### src/rtl/fetch_pkg.sv
// Shared constants for the instruction fetch unit.
package fetch_pkg;

  // Byte distance between consecutive instruction words.
  localparam int unsigned PC_STEP = 4;

  // Boot address used when the instantiating block does not override it.
  localparam longint unsigned DEFAULT_RESET_PC = 64'h0;

endpackage

### src/rtl/fetch_queue.sv
// Prefetch queue: circular buffer of fetched {inst, pc, pc_next} entries.
// Full/empty come from the occupancy counter so pointer equality is never
// ambiguous.
module fetch_queue #(
  parameter int DEPTH = 4,
  parameter int W     = 96
) (
  input  logic                       clk,
  input  logic                       rst_n,
  input  logic                       push,
  input  logic [W-1:0]               push_data,
  input  logic                       pop,
  input  logic                       flush,
  output logic [W-1:0]               head,
  output logic [$clog2(DEPTH+1)-1:0] occupancy
);

  localparam int PTR_W = $clog2(DEPTH);
  localparam int OCC_W = $clog2(DEPTH+1);

  logic [W-1:0]     mem [DEPTH];
  logic [PTR_W-1:0] wr_ptr, rd_ptr;
  logic [OCC_W-1:0] occ;
  logic             full, empty, do_push, do_pop;

  assign full    = (occ == OCC_W'(DEPTH));
  assign empty   = (occ == '0);
  // A push into a full queue is only legal when the head leaves this cycle.
  assign do_pop  = pop && !empty;
  assign do_push = push && (!full || do_pop);

  // Pointer and occupancy bookkeeping; flush drops everything at once.
  always_ff @(posedge clk) begin
    if (!rst_n || flush) begin
      wr_ptr <= '0;
      rd_ptr <= '0;
      occ    <= '0;
    end else begin
      if (do_push) wr_ptr <= wr_ptr + PTR_W'(1);
      if (do_pop)  rd_ptr <= rd_ptr + PTR_W'(1);
      case ({do_push, do_pop})
        2'b10:   occ <= occ + OCC_W'(1);
        2'b01:   occ <= occ - OCC_W'(1);
        default: occ <= occ;
      endcase
    end
  end

  // Entry storage; contents are meaningless outside the occupied window.
  always_ff @(posedge clk) begin
    if (do_push) mem[wr_ptr] <= push_data;
  end

  assign head      = mem[rd_ptr];
  assign occupancy = occ;

endmodule

### src/rtl/fetch_unit.sv
// Instruction fetch unit: issues sequential fetches, tracks the single
// outstanding read, and buffers returned words in a prefetch queue.
module fetch_unit
  import fetch_pkg::*;
#(
  parameter int                ADDR_W   = 32,
  parameter int                INST_W   = 32,
  parameter int                DEPTH    = 4,
  parameter logic [ADDR_W-1:0] RESET_PC = ADDR_W'(DEFAULT_RESET_PC)
) (
  input  logic                       clk,
  input  logic                       rst_n,
  output logic                       inst_ren,
  output logic [ADDR_W-1:0]          inst_addr,
  input  logic [INST_W-1:0]          inst_data,
  input  logic                       redirect_en,
  input  logic [ADDR_W-1:0]          redirect_pc,
  output logic                       out_valid,
  input  logic                       out_ready,
  output logic [INST_W-1:0]          out_inst,
  output logic [ADDR_W-1:0]          out_pc,
  output logic [ADDR_W-1:0]          out_pc_next,
  output logic [$clog2(DEPTH+1)-1:0] occupancy
);

  localparam int OCC_W = $clog2(DEPTH+1);
  localparam int PLD_W = INST_W + 2*ADDR_W;

  typedef enum logic {BOOT, RUN} state_t;

  state_t            state;
  logic [ADDR_W-1:0] pc;
  logic [ADDR_W-1:0] req_pc;
  logic              inflight;
  logic [OCC_W-1:0]  occ;
  logic [OCC_W:0]    pending;
  logic              room;
  logic              push, pop;
  logic [PLD_W-1:0]  push_data, head;

  // Count the outstanding read against capacity so its response always fits.
  assign pending = {1'b0, occ} + (OCC_W+1)'(inflight);
  assign room    = pending < (OCC_W+1)'(DEPTH);

  assign inst_ren  = rst_n && (state == RUN) && !redirect_en && room;
  assign inst_addr = rst_n ? pc : RESET_PC;

  // A redirect kills the response arriving this cycle.
  assign push      = rst_n && inflight && !redirect_en;
  assign push_data = {inst_data, req_pc, req_pc + ADDR_W'(PC_STEP)};

  assign out_valid = rst_n && (occ != '0);
  assign pop       = out_valid && out_ready;

  // FSM, fetch PC and outstanding-request tracking.
  always_ff @(posedge clk) begin
    if (!rst_n) begin
      state    <= BOOT;
      pc       <= RESET_PC;
      req_pc   <= RESET_PC;
      inflight <= 1'b0;
    end else begin
      case (state)
        BOOT:    state <= RUN;
        default: state <= RUN;
      endcase
      inflight <= inst_ren;
      if (inst_ren) req_pc <= pc;
      if (redirect_en)   pc <= redirect_pc;
      else if (inst_ren) pc <= pc + ADDR_W'(PC_STEP);
    end
  end

  fetch_queue #(
    .DEPTH (DEPTH),
    .W     (PLD_W)
  ) u_queue (
    .clk       (clk),
    .rst_n     (rst_n),
    .push      (push),
    .push_data (push_data),
    .pop       (pop),
    .flush     (redirect_en),
    .head      (head),
    .occupancy (occ)
  );

  assign out_inst    = head[PLD_W-1 -: INST_W];
  assign out_pc      = head[2*ADDR_W-1 -: ADDR_W];
  assign out_pc_next = head[ADDR_W-1:0];
  assign occupancy   = occ;

endmodule

### config.mk
export PLATFORM = sky130hd
export DESIGN_NAME = fetch_unit
export DESIGN_NICKNAME = d
export VERILOG_FILES = /design/src/rtl/fetch_pkg.sv /design/src/rtl/fetch_queue.sv /design/src/rtl/fetch_unit.sv
export SDC_FILE = /design/constraint.sdc
export NUM_CORES = 1
export LEC_CHECK = 0
export ABC_AREA = 1
export CAP_MARGIN = 20
export CORE_ASPECT_RATIO = 0.8
export CORE_MARGIN = 1
export CORE_UTILIZATION = 51
export DETAILED_ROUTE_END_ITERATION = 6
export GPL_TIMING_DRIVEN = 0
export PLACE_DENSITY = 0.83
export SETUP_SLACK_MARGIN = 0.15
export SYNTH_ARGS = -nofsm -noshare
export SYNTH_HDL_FRONTEND = slang
export SYNTH_SLANG_ARGS = --single-unit
### constraint.sdc
create_clock -name clk -period 5.5 [get_ports clk]
set_input_delay 0.825 -clock clk [delete_from_list [all_inputs] [get_ports clk]]
set_output_delay 0.825 -clock clk [all_outputs]
set_load 0.05 [all_outputs]
== Word-level counts from Yosys, hierarchy flattened ==
Memories as Yosys holds them, arrays and structs flattened. A register that Yosys moved wholly into a read port is not among the register bits.
Index checks and enable logic that the tools add are counted.

* Register bits: 73
* Memory bits (writable): 384
* Output and inout bits: 133
* Word-level logic and storage cells: 47
* Memories: 1

{| class="wikitable"
|+ Memory list
! memory !! words !! width !! read ports !! clocked after Yosys merged registers in !! wr ports !! line !! text
|-
| u_queue.mem || 4 || 96 || 1 || 1 || 1 || fetch_queue.sv:21 || <nowiki>logic [W-1:0] mem [DEPTH];</nowiki>
|}

* $add $sub $neg: 7
* $lt $le $gt $ge: 1
* Equal/unequal tests: 3
* Multiplexer cells: 9
* Reduce and logical (&&, ||, !) cells: 19

{| class="wikitable"
|+ Operators with widths
! cell !! count
|-
| $mux 32 || 3
|-
| $add 32x3->32 const B || 2
|-
| $logic_and 1x1->1 || 9
|-
| $pmux 3 s2 || 1
|-
| $add 2x1->2 const B || 2
|-
| $add 3x1->4 || 1
|-
| $logic_not 1->1 || 4
|-
| $lt 4x3->1 const B || 1
|-
| $mux 2 || 2
|-
| $reduce_bool 2->1 || 2
|-
| $add 3x1->3 const B || 1
|-
| $eq 3x3->1 const B || 1
|-
| $logic_not 3->1 || 1
|-
| $mux 1 || 3
|-
| $reduce_bool 3->1 || 1
|-
| $sub 3x1->3 const B || 1
|-
| $eq 2x1->1 const B || 1
|-
| $eq 2x2->1 const B || 1
|-
| $logic_or 1x1->1 || 2
|}

== Longest topological paths before layout ==
* Word-level depth: 8
* Mapped depth: 12

== Hierarchy ==
A second synthesis with hierarchy kept.

* Cell total of the unflattened synthesis: 1717
* Area, all modules: 19251.0 µm²

{| class="wikitable"
|+ Modules (own cells, without submodules)
! module !! instances !! cells each !! area each (µm²) !! sequential area each (µm²)
|-
| fetch_queue || 1 || 994 || 14780.4 || 11711.2
|-
| fetch_unit || 1 || 723 || 4470.5 || 1321.3
|}

== Worst setup path before layout ==
OpenSTA, ideal clock, no wires.

* Path kind: input -> register
* Start point: in redirect_en
* End point: mem u_queue.mem[0][10], enable pin
* Library setup time: 547 ps
* Data arrival time: 5341 ps
* Required time: 4953 ps
* Slack: -388 ps
* Stages: 6
* Cells stage by stage: buf_2 -> nor2_8 -> nand2_1 -> inv_1 -> o21ai_2 -> nor2_1

* Word-level cells in the longest chain between the ends: 5

{| class="wikitable"
|+ RTL lines
! element !! line !! text
|-
| start, declared || fetch_unit.sv:16 || <nowiki>input logic redirect_en,</nowiki>
|-
| $logic_not 1->1 || fetch_unit.sv:49 || <nowiki>assign push = rst_n && inflight && !redirect_en;</nowiki>
|-
| $logic_and 1x1->1 || fetch_unit.sv:49 ||
|-
| $logic_and 1x1->1 || fetch_queue.sv:30 || <nowiki>assign do_push = push && (!full || do_pop);</nowiki>
|-
| $mux 1 || fetch_queue.sv:51 || <nowiki>if (do_push) mem[wr_ptr] <= push_data;</nowiki>
|-
| $mux 1 (implied by the code) || fetch_queue.sv:51 ||
|-
| end, declared || fetch_queue.sv:21 ||
|}

No other way between the ends.

==> impl_metrics.yaml <==
synth:
  synth.top_cells.by_area: "edfxtp_1, dfxtp_1, o21ai_0"
  synthFlopType: "edfxtp_1"
  synthesis.nets: 1758
  async_reset_ff_frac: 0
  yosysTopAreaCell: "edfxtp_1"
  ys_types: 39
  synth-edff-count: 376
  synth_top_cell_area_share: 0.608
  yosysSeqAreaShare: 0.688
  syn-cell-area_sq_um: 18600
  synth_warnings: 0
  avgSynthCellArea_sq_um: 11.0
  syn_inst: 1683
  ys_ff_latch: 451
global_routing:
  antenna_found_initial: 0
  met1_usage: 0.384
  grt_use_met3: 0.0401
  grt_use_met2: 0.452
  grt_pass1_vias: 13600
  busiest_layer: "met2"
  track_usage: 0.275
  grt-ovfl-total: 0
  grt_pass1_wl_mm: 78.6
  grt_max_degree: 30
worst_setup_path:
  cp_data_arrival_time_ps: 3700
  cpPeakStageDelay_ps: 890
  worst_path_most_repeated_cell: "clkbuf_1"
  worstSetupEndpointType: "primary output"
  critPathRequiredTime_ps: 4680
  cp_max_fo: 10
  path_class: "reg2out"
  cp-start-kind: "flop"
  crit_chain: "inv_1 > clkbuf_1 > clkbuf_1 > o21ai_0 > o22ai_1 > clkdlybuf4s50_1"
  slowest_stage: "clkdlybuf4s50_1"
placement:
  hpwl_mm: 35.2
  dp_worst_setup_slack_ps: 1480
  place.gp.congestion: 0.941
  port_buffers: 199
  placed_area_sq_um: 21500
clock_network:
  clk_path_buf_depth: 3
  htree_levels: 2
  holdBufCountCts: 0
  root_buffer: "clkbuf_16"
  clock_latency_ps: 550
  clk_pin_slew_ps: 60
  cts_tree: "built"
  ctsResizeCount: 0
  cts_sinks: 451
  cts_buffers: 43
  post_cts_buffers: 0
sta:
  max_freq_ghz: 0.221
  tightest_slew_ps: 864
  worst_clock_skew_ps: 15.6
  max-slew-margin-rel: 0.422
  rsz0062_at_grt: "false"
  hold_viol_final: 0
  finalCritPeriodShare: 0.823
  slew_viol_final: 0
  timing.final.crit_period_ps: 4530
  setup_viol: 0
  worst_slack_ps: 974
power_and_ir_drop:
  clockPowerShare: 0.403
  pwr_density_cell_nw_per_um2: 303
  p_seq_frac: 0.548
  switchingPower_mw: 1.54
  share_comb_of_total_power: 0.049
  p_int_mw: 5.35
  p_leak_nw: 8.09
  swShare: 0.223
  ir_drop_mv: 0.239
floorplan:
  die_h_um: 173
  dieArea_sq_um: 37200
  die_w_um: 215
  ios: 201
  rows: 62
  initial_utilization: 0.517
  core_sq_um: 35900
finish:
  antenna_cells: 0
  fin_nets: 2014
  mostFrequentLayoutCell: "edfxtp_1"
  area_delta_synth_final_pct: 22.5
  fin_area_sq_um: 22800
  multi_input_area_sq_um: 4910
  n_fill_cell: 2637
  regArea_sq_um: 12800
  final_cell_mix: "edfxtp_1, nor2_1, o21ai_0"
  layout-drive-gt1-share: 0.0644
detailed_routing:
  wire_per_inst_um: 21.3
  vias_per_cell: 5.79
  first_pass_iters: 6
  wl_mm: 52.2
  ant_nets: 0
  num_vias: 14200
  drc_errors: 0
  drt-initial-drc-count: 2075
flow_run:
  drv_cap: 0
worst_hold_path:
  hold_path_class: "reg2reg"
run_status:
  outcome: "complete, no violations"
cell families (layout without fill, tap and decap cells):
logic type	Yosys count	count (layout)	synth area share
simple gates	570	570	0.126
buf+inv	225	515	0.0489
xor+xnor	34	34	0.0160
fa+ha+maj	7	7	0.00512
flops	451	451	0.688
compound gates	396	396	0.115
through the flow:
stage / TNS [ps] / util / hold slack [ps] / std cells / power [mW]
6_report: 0 / 0.634 / 513 / 2453 / 6.89
5_1_grt: 0 / 0.634 / 527 / 2453 / 7.05
4_1_cts: 0 / 0.634 / 508 / 2453 / 6.89
3_5_place_dp: 0 / 0.597 / 494 / 2374 / 4.18
3_3_place_gp: -1459920 / 0.590 / 482 / 2362 / 4.17
2_1_floorplan: -146030 / - / 451 / 1683 / 4.01
synth_stat cells, types with 2 or more instances:
library cell and count:
nand2_1 212, inv_2 4, dfxtp_1 75, xor2_1 32, o211ai_1 2, ha_1 6, nor3_1 17, a22oi_1 2
nor2_1 262, a211oi_1 8, clkinv_1 2, a21oi_1 48, inv_1 129, buf_1 4, edfxtp_1 376, o21ai_0 234
buf_4 5, nand3_2 2, xnor2_1 2, buf_2 21, clkbuf_2 3, o21a_1 2, o22ai_1 96, a31oi_1 3
buf_6 2, nand3_1 45, clkbuf_1 55, nor2_2 6, nand3b_1 2, nand4_1 17
metal layers:
metal,up-vias,routed length [um],share of wire
met2,855,24900,0.48
met3,101,4830,0.093
met4,0,1330,0.026
met5,-,0,0
li1,6404,-,-
met1,6840,21100,0.41
critical path, delay by kind of cell (launching register included):
| family | cells | cell delay, ps |
|---|---|---|
| AO/OA/AOI/OAI | 2 | 510 |
| flip-flops | 1 | 470 |
| buffers and inverters | 4 | 2170 |
final cells by class:
type | count | area share
tap | 480 | 0.0264
sequential | 451 | 0.562
inverter | 135 | 0.0223
buffer | 90 | 0.0176
timing repair buffer | 211 | 0.0984
clock buffer | 55 | 0.0511
multi-input combinational | 1007 | 0.216
clock inverter | 24 | 0.00654
registers in the layout, indices dropped and copies added (netlist names), named ones only:
| register | cells |
|---|---|
| u_queue.rd_ptr | 2 |
| state | 1 |
| pc | 32 |
| u_queue.wr_ptr | 2 |
| u_queue.occupancy | 3 |
| req_pc | 32 |
| inflight | 1 |
| u_queue.mem | 376 |
path summary, 6_finish.rpt:
check	from	end	slack (ps)	cells after the start
max	flop	out_pc[13]	970	6
min	pc[1]$_SDFFE_PN0P_	req_pc[1]$_SDFFE_PN0P_	510	2
max reg2reg	u_queue.occupancy[0]$_SDFFE_PP0P_	u_queue.mem[0][5]$_DFFE_PP_	2840	8
min reg2reg	pc[1]$_SDFFE_PN0P_	req_pc[1]$_SDFFE_PN0P_	510	2
power groups by stage:
stage / logic [mW] / clock network [mW] / registers, mW
2_1_floorplan: 0.180 / 0 / 3.83
3_3_place_gp: 0.319 / 0 / 3.85
3_5_place_dp: 0.328 / 0 / 3.85
4_1_cts: 0.331 / 2.78 / 3.78
5_1_grt: 0.355 / 2.92 / 3.78
6_report: 0.334 / 2.78 / 3.78
(Power assumes the default switching activity.)
